==> config.mk <==
export PLATFORM = sky130hd
export DESIGN_NAME = vga_rx
export DESIGN_NICKNAME = d
export VERILOG_FILES = /design/src/rtl/vga_pkg.sv /design/src/rtl/vga_rx_sync_det.sv /design/src/rtl/vga_rx.sv
export SDC_FILE = /design/constraint.sdc
export NUM_CORES = 1
export LEC_CHECK = 0
export ABC_AREA = 1
export BUFFER_PORTS_ARGS = -buffer_cell sky130_fd_sc_hd__buf_4
export CORE_MARGIN = 2
export CORE_UTILIZATION = 61
export CTS_CLUSTER_DIAMETER = 100
export CTS_CLUSTER_SIZE = 16
export DETAILED_ROUTE_END_ITERATION = 6
export PLACE_DENSITY = 0.95
export SYNTH_ARGS = -nofsm -noshare
export SYNTH_HDL_FRONTEND = slang
export SYNTH_SLANG_ARGS = --single-unit
export TNS_END_PERCENT = 30
==> constraint.sdc <==
create_clock -name clk -period 5.9 [get_ports clk]
set_input_delay 1.77 -clock clk [delete_from_list [all_inputs] [get_ports clk]]
set_output_delay 1.77 -clock clk [all_outputs]
set_load 0.02 [all_outputs]
==> src/rtl/vga_pkg.sv <==
// Shared VGA definitions: pixel colour type, FSM state type, default 640x480
// timing and the line/frame total helpers used by generator and receiver.
package vga_pkg;

  typedef struct packed {
    logic [3:0] r;
    logic [3:0] g;
    logic [3:0] b;
  } rgb444_t;

  typedef enum logic [1:0] {
    ST_IDLE,
    ST_CHECK,
    ST_LOCKED
  } rx_state_t;

  localparam int unsigned DEF_HWIDTH  = 640;
  localparam int unsigned DEF_HFPORCH = 16;
  localparam int unsigned DEF_HSYNC   = 96;
  localparam int unsigned DEF_HBPORCH = 48;
  localparam int unsigned DEF_VWIDTH  = 480;
  localparam int unsigned DEF_VFPORCH = 11;
  localparam int unsigned DEF_VSYNC   = 2;
  localparam int unsigned DEF_VBPORCH = 31;

  function automatic int unsigned h_total(input int unsigned width, input int unsigned fporch,
                                          input int unsigned sync, input int unsigned bporch);
    return width + fporch + sync + bporch;
  endfunction

  function automatic int unsigned v_total(input int unsigned width, input int unsigned fporch,
                                          input int unsigned sync, input int unsigned bporch);
    return width + fporch + sync + bporch;
  endfunction

endpackage

==> src/rtl/vga_rx_sync_det.sv <==
// Sync edge detector: recovers HS/VS falls, the horizontal counter hc, the
// line index k and line/frame length mismatch flags from registered syncs.
module vga_rx_sync_det #(
  parameter int unsigned HTOTAL = 800,
  parameter int unsigned VTOTAL = 524,
  parameter int unsigned HCW    = $clog2(HTOTAL),
  parameter int unsigned KW     = $clog2(VTOTAL + 1)
) (
  input  logic           clk,
  input  logic           rst_n,
  input  logic           hs,
  input  logic           vs,
  output logic           hs_fall,
  output logic           vs_fall,
  output logic [HCW-1:0] hc,
  output logic [KW-1:0]  k,
  output logic           line_mis,
  output logic           frame_mis
);

  localparam logic [HCW-1:0] HC_LAST = HCW'(HTOTAL - 1);

  logic           hs_prev, vs_prev, seen, vs_pend;
  logic [HCW-1:0] hc_q;
  logic [KW-1:0]  k_q, fcnt_q, fcnt_inc;

  assign hs_fall = hs_prev & ~hs;
  assign vs_fall = vs_prev & ~vs;

  // hc/k are the values belonging to the current S1 sample; a VS fall that
  // coincides with an HS fall is seen first, so k restarts on that same fall.
  always_comb begin
    hc = hc_q;
    if (hs_fall)
      hc = '0;
    else if (hc_q != HC_LAST)
      hc = hc_q + 1'b1;

    k = k_q;
    if (hs_fall) begin
      if (vs_pend || vs_fall)
        k = '0;
      else if (k_q != '1)
        k = k_q + 1'b1;
    end

    fcnt_inc = fcnt_q;
    if (hs_fall && fcnt_q != '1)
      fcnt_inc = fcnt_q + 1'b1;

    line_mis  = seen && (hc_q != HC_LAST);
    frame_mis = (fcnt_inc != KW'(VTOTAL));
  end

  always_ff @(posedge clk or negedge rst_n) begin
    if (!rst_n) begin
      hs_prev <= 1'b0;
      vs_prev <= 1'b0;
      seen    <= 1'b0;
      vs_pend <= 1'b0;
      hc_q    <= '0;
      k_q     <= '0;
      fcnt_q  <= '0;
    end else begin
      hs_prev <= hs;
      vs_prev <= vs;
      seen    <= seen | hs_fall;
      hc_q    <= hc;
      k_q     <= k;
      fcnt_q  <= vs_fall ? '0 : fcnt_inc;
      if (hs_fall)
        vs_pend <= 1'b0;
      else if (vs_fall)
        vs_pend <= 1'b1;
    end
  end

endmodule

==> src/rtl/vga_rx.sv <==
// vga_rx: VGA sink that verifies HS/VS timing and, once locked, emits a
// coordinate-tagged pixel stream. Define VGA_RX_STATS_EN for frame/error counters.
module vga_rx
  import vga_pkg::*;
#(
  parameter int unsigned HWIDTH  = DEF_HWIDTH,
  parameter int unsigned HFPORCH = DEF_HFPORCH,
  parameter int unsigned HSYNC   = DEF_HSYNC,
  parameter int unsigned HBPORCH = DEF_HBPORCH,
  parameter int unsigned VWIDTH  = DEF_VWIDTH,
  parameter int unsigned VFPORCH = DEF_VFPORCH,
  parameter int unsigned VSYNC   = DEF_VSYNC,
  parameter int unsigned VBPORCH = DEF_VBPORCH
) (
  input  logic                      clk,
  input  logic                      rst_n,
  input  logic [3:0]                VGA_R,
  input  logic [3:0]                VGA_G,
  input  logic [3:0]                VGA_B,
  input  logic                      VGA_HS,
  input  logic                      VGA_VS,
  output logic                      pixel_valid,
  output logic [$clog2(HWIDTH)-1:0] pixel_x,
  output logic [$clog2(VWIDTH)-1:0] pixel_y,
  output logic [11:0]               pixel_rgb,
  output logic                      sof,
  output logic                      eol,
  output logic                      locked,
  output logic                      sync_err,
  output logic [15:0]               frame_cnt,
  output logic [7:0]                err_cnt
);

  localparam int unsigned HTOTAL = h_total(HWIDTH, HFPORCH, HSYNC, HBPORCH);
  localparam int unsigned VTOTAL = v_total(VWIDTH, VFPORCH, VSYNC, VBPORCH);
  localparam int unsigned HCW    = $clog2(HTOTAL);
  localparam int unsigned KW     = $clog2(VTOTAL + 1);
  localparam int unsigned XW     = $clog2(HWIDTH);
  localparam int unsigned YW     = $clog2(VWIDTH);

  localparam logic [HCW-1:0] X_LO = HCW'(HSYNC + HBPORCH);
  localparam logic [HCW-1:0] X_HI = HCW'(HSYNC + HBPORCH + HWIDTH);
  localparam logic [KW-1:0]  Y_LO = KW'(VSYNC + VBPORCH - 1);
  localparam logic [KW-1:0]  Y_HI = KW'(VSYNC + VBPORCH - 1 + VWIDTH);

  rgb444_t        rgb_s1;
  logic           hs_s1, vs_s1;
  logic           hs_fall, vs_fall, line_mis, frame_mis;
  logic [HCW-1:0] hc;
  logic [KW-1:0]  k;
  rx_state_t      state_q, state_d;
  logic           err, pix_act;

  always_ff @(posedge clk or negedge rst_n) begin
    if (!rst_n) begin
      rgb_s1 <= '0;
      hs_s1  <= 1'b0;
      vs_s1  <= 1'b0;
    end else begin
      rgb_s1 <= '{r: VGA_R, g: VGA_G, b: VGA_B};
      hs_s1  <= VGA_HS;
      vs_s1  <= VGA_VS;
    end
  end

  vga_rx_sync_det #(
    .HTOTAL (HTOTAL),
    .VTOTAL (VTOTAL),
    .HCW    (HCW),
    .KW     (KW)
  ) u_sync_det (
    .clk       (clk),
    .rst_n     (rst_n),
    .hs        (hs_s1),
    .vs        (vs_s1),
    .hs_fall   (hs_fall),
    .vs_fall   (vs_fall),
    .hc        (hc),
    .k         (k),
    .line_mis  (line_mis),
    .frame_mis (frame_mis)
  );

  always_comb begin
    state_d = state_q;
    err     = 1'b0;
    case (state_q)
      ST_IDLE: if (vs_fall) state_d = ST_CHECK;
      ST_CHECK, ST_LOCKED: begin
        if ((hs_fall && line_mis) || (vs_fall && frame_mis)) begin
          err     = 1'b1;
          state_d = vs_fall ? ST_CHECK : ST_IDLE;
        end else if (vs_fall) begin
          state_d = ST_LOCKED;
        end
      end
      default: state_d = ST_IDLE;
    endcase
    pix_act = (state_q == ST_LOCKED) && (hc >= X_LO) && (hc < X_HI) && (k >= Y_LO) && (k < Y_HI);
  end

  always_ff @(posedge clk or negedge rst_n) begin
    if (!rst_n) begin
      state_q     <= ST_IDLE;
      locked      <= 1'b0;
      sync_err    <= 1'b0;
      pixel_valid <= 1'b0;
      pixel_x     <= '0;
      pixel_y     <= '0;
      pixel_rgb   <= '0;
      sof         <= 1'b0;
      eol         <= 1'b0;
    end else begin
      state_q     <= state_d;
      locked      <= (state_d == ST_LOCKED);
      sync_err    <= err;
      pixel_valid <= pix_act;
      sof         <= pix_act && (hc == X_LO) && (k == Y_LO);
      eol         <= pix_act && (hc == X_HI - 1'b1);
      if (pix_act) begin
        pixel_x   <= XW'(hc - X_LO);
        pixel_y   <= YW'(k - Y_LO);
        pixel_rgb <= rgb_s1;
      end
    end
  end

`ifdef VGA_RX_STATS_EN
  always_ff @(posedge clk or negedge rst_n) begin
    if (!rst_n) begin
      frame_cnt <= '0;
      err_cnt   <= '0;
    end else begin
      if (vs_fall && state_q == ST_LOCKED)
        frame_cnt <= frame_cnt + 1'b1;
      if (err && err_cnt != '1)
        err_cnt <= err_cnt + 1'b1;
    end
  end
`else
  assign frame_cnt = '0;
  assign err_cnt   = '0;
`endif

endmodule

==> results of run 1 <==
[per-stage QoR]
stage | hold slack [ns] | std cells
2_1_floorplan | 0.3537 | 559
3_3_place_gp | 0.3611 | 670
3_5_place_dp | 0.3634 | 670
4_1_cts | 0.3836 | 686
5_1_grt | 0.3985 | 686
6_report | 0.3815 | 686
[state kept, by name, indices dropped and copies added (netlist names), 2 cells and up]
name               cells
pixel_rgb             12
pixel_x               10
pixel_y                9
rgb_s1                12
state_q                2
u_sync_det.fcnt_q     10
u_sync_det.hc_q       10
u_sync_det.k_q        10
[routing by layer]
layer	part of all wire [%]	vias up
li1	-	1744
met1	38	1770
met2	52	196
met3	6.6	43
met4	3.4	0
met5	0	-
[logic make-up (layout without fill, tap and decap cells)]
logic type / count (synthesis) / count (layout)
flip-flops: 86 / 86
adder cells (fa/ha/maj): 9 / 9
other: 1 / 24
buffers and inverters: 105 / 133
AO/OA/AOI/OAI: 26 / 26
AND/OR/NAND/NOR: 299 / 299
XOR/XNOR: 10 / 10
[how the worst max path moves through the flow]
stage | to | startpoint | slack, ns | depth (start not counted)
after floorplan | pixel_rgb[9] | u_sync_det.hc_q[0] | 3.67 | 14
after global placement | eol | u_sync_det.hc_q[0] | 2.67 | 12
after detailed placement | pixel_x[4] | hs_s1 | 2.52 | 12
after CTS | pixel_y[5] | u_sync_det.hc_q[0] | 2.41 | 13
after global routing | pixel_y[5] | hs_s1 | 2.02 | 12
final | pixel_y[5] | u_sync_det.hc_q[0] | 2.27 | 13
[power by group through the flow]
stage               registers, mW  logic (mW)  clock network (mW)
finish                      0.669       0.274               0.413
floorplan                   0.678       0.195                   0
global route                0.672       0.304               0.438
global placement            0.674       0.244                   0
detailed placement          0.677       0.260                   0
CTS                         0.667       0.269               0.416
[cell usage in the layout (no fill, tap or decap), types with 2 or more instances in the layout]
cell type  Yosys  layout
o21ai_0        7       7
buf_4         24      51
inv_2          6       6
nor2_4         5       5
nor2_2         9       9
dfrtp_1       86      86
clkbuf_8       0       9
nand2_2       13      13
conb_1         1      24
nand2_1      147     147
clkinv_1       2       2
ha_1           9       9
xor2_1         5       5
o21ai_1        8       8
a21oi_1        7       7
nand3_2        9       9
nand3_1       34      34
inv_1         58      58
xnor2_1        5       5
nand4_1       33      33
nor2_1        34      34
clkinv_4       0       2
nor3_1         5       5
inv_8          0       3
nand3b_1       2       2
o211ai_1       3       3
[area by class of cell]
| cell class | count | area, µm² | area share, % |
|---|---|---|---|
| clock buffer | 9 | 123.9 | 2.478 |
| clock inverter | 7 | 76.32 | 1.527 |
| inverter | 66 | 247.7 | 4.956 |
| multi-input combinational | 368 | 1892 | 37.85 |
| sequential | 86 | 2152 | 43.05 |
| tap | 99 | 123.9 | 2.478 |
| timing repair buffer | 51 | 382.9 | 7.660 |
==> results.toml, run 1 <==
[status]
status = "finished, final reports clean"

[timing]
fin_skew_ns = 0.01515
hold_viol_final = 0
final.setup.worst_slack_ns = 2.273
max_freq_ghz = 0.2757
tns_ns = 0
setup_viol = 0
rsz0062_at_grt = "no"
relSlewSlack_pct = 30.53
slew_viol_final = 0
tightest_slew_ns = 1.042
period_share_pct = 61.47
fin_crit_ns = 3.627

[floorplanning]
rows = 31
fp.dieW_um = 89.72
ios = 76
core-area_um2 = 7176
die_h_um = 89.72
die_area_um2 = 8049
initial_utilization_pct = 62.46

[clocking]
cts_resized = 0
htree_levels = 3
cts_num_sinks = 86
cts-root-buf = "clkbuf_8"
clock_latency_ns = 0.37
post_cts_buffers = 0
tritoncts = "yes"
ctsLongestPathBuffers = 2
numCtsBuffers = 9
postCtsHoldBufs = 0
cts.clk_slew.worst_paths_ns = 0.10

[pwr]
power_mw = 1.355
power.density_nw_per_um2 = 271.1
power_switching_mw = 0.4706
internal_power_mw = 0.8847
leakage_nw = 2.692
power_frac_comb_pct = 20.2
switching_share_pct = 34.72
power.share.clock_pct = 30.5
ir_worst_vdd_uv = 188.7
pwr-share-seq_pct = 49.3

[placed_design]
place_area_um2 = 4798
hpwl_um = 6500
place_congestion = 0.8922
portBuffers = 51
dpl_worst_slack_ns = 2.521

[worst_hold_path]
holdPathStages = 0
holdCritStartpoint = "hs_s1"
worst_hold_path_type = "reg2reg"
hold_end = "u_sync_det.hs_prev"

[layout]
n_antenna_cell = 0
design_area_um2 = 4999
area_delta_synth_final_pct = 11.53
final_nets = 607
fillers = 477
drive_gt1_share_pct = 19.59
final_util_pct = 69.66

[logic_synthesis]
yosysMostFrequentCell = "nand2_1"
synth_top_family_by_area = "simple AND/OR/NAND/NOR gates"
synth_commonest_cells = "nand2_1, dfrtp_1, inv_1"
ys_seq_area_share_pct = 48.02
synth_top_area_share_pct = 48.02
synth_seq_cells = 86
synth_edf_count = 0
ys.flop_type = "dfrtp_1"
synth_top_cell_by_area = "dfrtp_1"
synth_area_um2 = 4482
synth_cells = 536
yosys-top-cells-area = "dfrtp_1, nand2_1, inv_1"
async_reset_ff_share_pct = 100.0
synth_cell_types = 36
ys_warn_count = 0
synth_adder_area_share_pct = 2.513
muxShareOfSynthArea_pct = 0
synth_compound_area_share_pct = 3.127
syn_area_per_cell_um2 = 8.362
synth_simple_gate_area_share_pct = 32.61
synth_xor_area_share_pct = 1.954

[grt]
grt.met1_usage_pct = 29.45
grt_pass1_vias = 3696
grt-busiest-layer = "met2"
grt_first_pass_wirelength_um = 16730
gr-usage-met3_pct = 5.532
gr-usage-met2_pct = 45.83
grt_util_all_layers_pct = 25.70
overflow = 0
grt_start_max_net_pins = 87
antenna_found_initial = 0

[critical_path]
cp_slowest_stage_delay_ns = 0.60
crit_buf_inv = 0
crit_chain = "ha_1 > nand3_2 > nor2_4 > nand4_2 > nand3_1 > ha_1 > nand2_1 > nor2_4 > nor2_4 > nor2_4 > nand3_4 > nand2_1 > nand2_1"
rrSetupSlack_ns = 2.27
cp_top_family = "simple AND/OR/NAND/NOR gates"
start_kind = "register"
cp_max_fo = 33
reg2reg_from = "u_sync_det.hc_q[0]"
crit_top_cell = "nor2_4"
reg2reg_to = "pixel_y[5]"
crit_type = "reg2reg"
cp_slowest_cell = "nor2_4"
reg2reg_depth = 13
required_ns = 6.15
arrival_ns = 3.88
worst_setup_path_end_kind = "register"

[drt]
wl_per_cell_um = 14.76
drc = 0
drt-pass1-iter-count = 5
num_vias = 3753
detail-route-antenna-nets = 0
via_per_inst = 5.471
finalWirelength_um = 10120
drt_iter0_drc = 329

[job]
max_cap_violations = 0
No activity file was read; power rests on OpenSTA's default activity.
==> run 2: changes to the inputs <==
--- a/config.mk
+++ b/config.mk
@@ -8,11 +8,11 @@
 export ABC_AREA = 1
 export BUFFER_PORTS_ARGS = -buffer_cell sky130_fd_sc_hd__buf_4
 export CORE_MARGIN = 2
-export CORE_UTILIZATION = 61
+export CORE_UTILIZATION = 51
 export CTS_CLUSTER_DIAMETER = 100
 export CTS_CLUSTER_SIZE = 16
 export DETAILED_ROUTE_END_ITERATION = 6
-export PLACE_DENSITY = 0.95
+export PLACE_DENSITY = 0.87
 export SYNTH_ARGS = -nofsm -noshare
 export SYNTH_HDL_FRONTEND = slang
 export SYNTH_SLANG_ARGS = --single-unit
==> constraint.sdc (replaced) <==
create_clock -name clk -period 3.2 [get_ports clk]
set_input_delay 0.96 -clock clk [delete_from_list [all_inputs] [get_ports clk]]
set_output_delay 0.96 -clock clk [all_outputs]
set_load 0.02 [all_outputs]
==> results.toml, run 2 (same netlist as run 1, synthesis figures left out) <==
[clocking]
htree_levels = 3
cts_num_sinks = 86
postCtsHoldBufs = 0
ctsLongestPathBuffers = 2
clock_latency_ns = 0.36
post_cts_buffers = 0
numCtsBuffers = 9
cts.clk_slew.worst_paths_ns = 0.09
cts-root-buf = "clkbuf_8"
tritoncts = "yes"
cts_resized = 0

[layout]
reg_top3 = "pixel_rgb x12, rgb_s1 x12"
final_nets = 613
design_area_um2 = 5070
n_antenna_cell = 0
layout.cells.most_common_list = "nand2_1, dfrtp_1, inv_1"
fillers = 721
fin_cells = 701
layout_commonest_cell = "nand2_1"
drive_gt1_share_pct = 20.40
area_delta_synth_final_pct = 13.12

[grt]
grt_pass1_vias = 3551
grt_util_all_layers_pct = 20.35
grt_start_max_net_pins = 87
overflow = 0
antenna_found_initial = 0
grt_first_pass_wirelength_um = 15850

[drt]
wl_per_cell_um = 13.21
finalWirelength_um = 9263
detail-route-antenna-nets = 0
drt-pass1-iter-count = 4
via_per_inst = 5.146
drt_iter0_drc = 202
drc = 0
num_vias = 3607

[placed_design]
place_area_um2 = 4867
place_congestion = 0.8889
place_inst = 685
hpwl_um = 6457
portBuffers = 51

[timing]
tns_ns = 0
slew_viol_final = 0
max_freq_ghz = 0.3420
fin_crit_ns = 2.924
setup_viol = 0
rsz0062_at_grt = "no"
fin_skew_ns = 0.01363
hold_viol_final = 0
period_share_pct = 91.37

[floorplanning]
ios = 76
die_h_um = 97.75
fp.dieW_um = 97.75
core-area_um2 = 8636
die_area_um2 = 9554
rows = 34
initial_utilization_pct = 51.90

[critical_path]
cp_max_fo = 33
worst_setup_path_end_kind = "register"
start_kind = "register"
crit_type = "reg2reg"
arrival_ns = 3.17
required_ns = 3.45

[pwr]
power.density_nw_per_um2 = 494.9
leakage_nw = 2.729
power_mw = 2.509
ir_worst_vdd_uv = 287.4

[worst_hold_path]
worst_hold_path_type = "reg2reg"

[status]
status = "finished, final reports clean"

[job]
max_cap_violations = 0
[run 2: routing by layer]
metal | track usage (%) | wire, µm | share of wire, % | vias up
met2 | 35.38 | 4778 | 52 | 107
met1 | 24.91 | 3847 | 42 | 1712
met5 | 0 | 0 | 0 | -
met3 | 3.508 | 347 | 3.7 | 29
met4 | 9.188 | 289 | 3.1 | 0
li1 | - | - | - | 1759
[run 2: path summary, 6_finish.rpt]
path | startpoint | to | slack, ns | depth (start not counted)
max | u_sync_det.hc_q[0] | pixel_y[2] | 0.28 | 12
min | hs_s1 | u_sync_det.hs_prev | 0.38 | 0
max reg2reg | u_sync_det.hc_q[0] | pixel_y[2] | 0.28 | 12
min reg2reg | hs_s1 | u_sync_det.hs_prev | 0.38 | 0
max in group asynchronous | rst_n | u_sync_det.seen | 2.22 | 2
min in group asynchronous | rst_n | sync_err | 0.60 | 2
[run 2: layout make-up]
cell class	instances	area, µm²	share of cell area [%]
Multi-Input combinational cell	368	1892	37.31
Clock inverter	7	78.83	1.555
Inverter	66	247.7	4.886
Clock buffer	9	123.9	2.443
Timing Repair Buffer	57	440.4	8.687
Sequential cell	86	2152	42.45
Tap cell	108	135.1	2.665
[run 2: per-stage QoR]
stage	setup slack [ns]	hold WS, ns	util (%)
2_1_floorplan	0.9725	0.3537	-
5_1_grt	0.007340	0.4115	58.71
4_1_cts	0.2727	0.3867	58.71
6_report	0.2762	0.3816	58.71
3_5_place_dp	0.3368	0.3677	56.36
3_3_place_gp	0.4900	0.3626	56.36
[run 2: critical path, stage by stage, from the launching register on]
cell and delay, ns:
dfrtp_1 0.43, ha_1 0.26, nand3_2 0.13, nor2_4 0.06
nand4_2 0.12, nand3_1 0.17, ha_1 0.28, a21oi_1 0.33
nor2_4 0.06, nand2_4 0.29, nand3_4 0.42, nand2_1 0.20
nand2_1 0.08
[run 2: report_power, final]
group	leakage [nW]	internal, mW	switching (mW)
logic	1.49	0.167	0.334
clock network	0.105	0.370	0.406
registers	1.14	1.17	0.0664
total	2.73	1.70	0.807
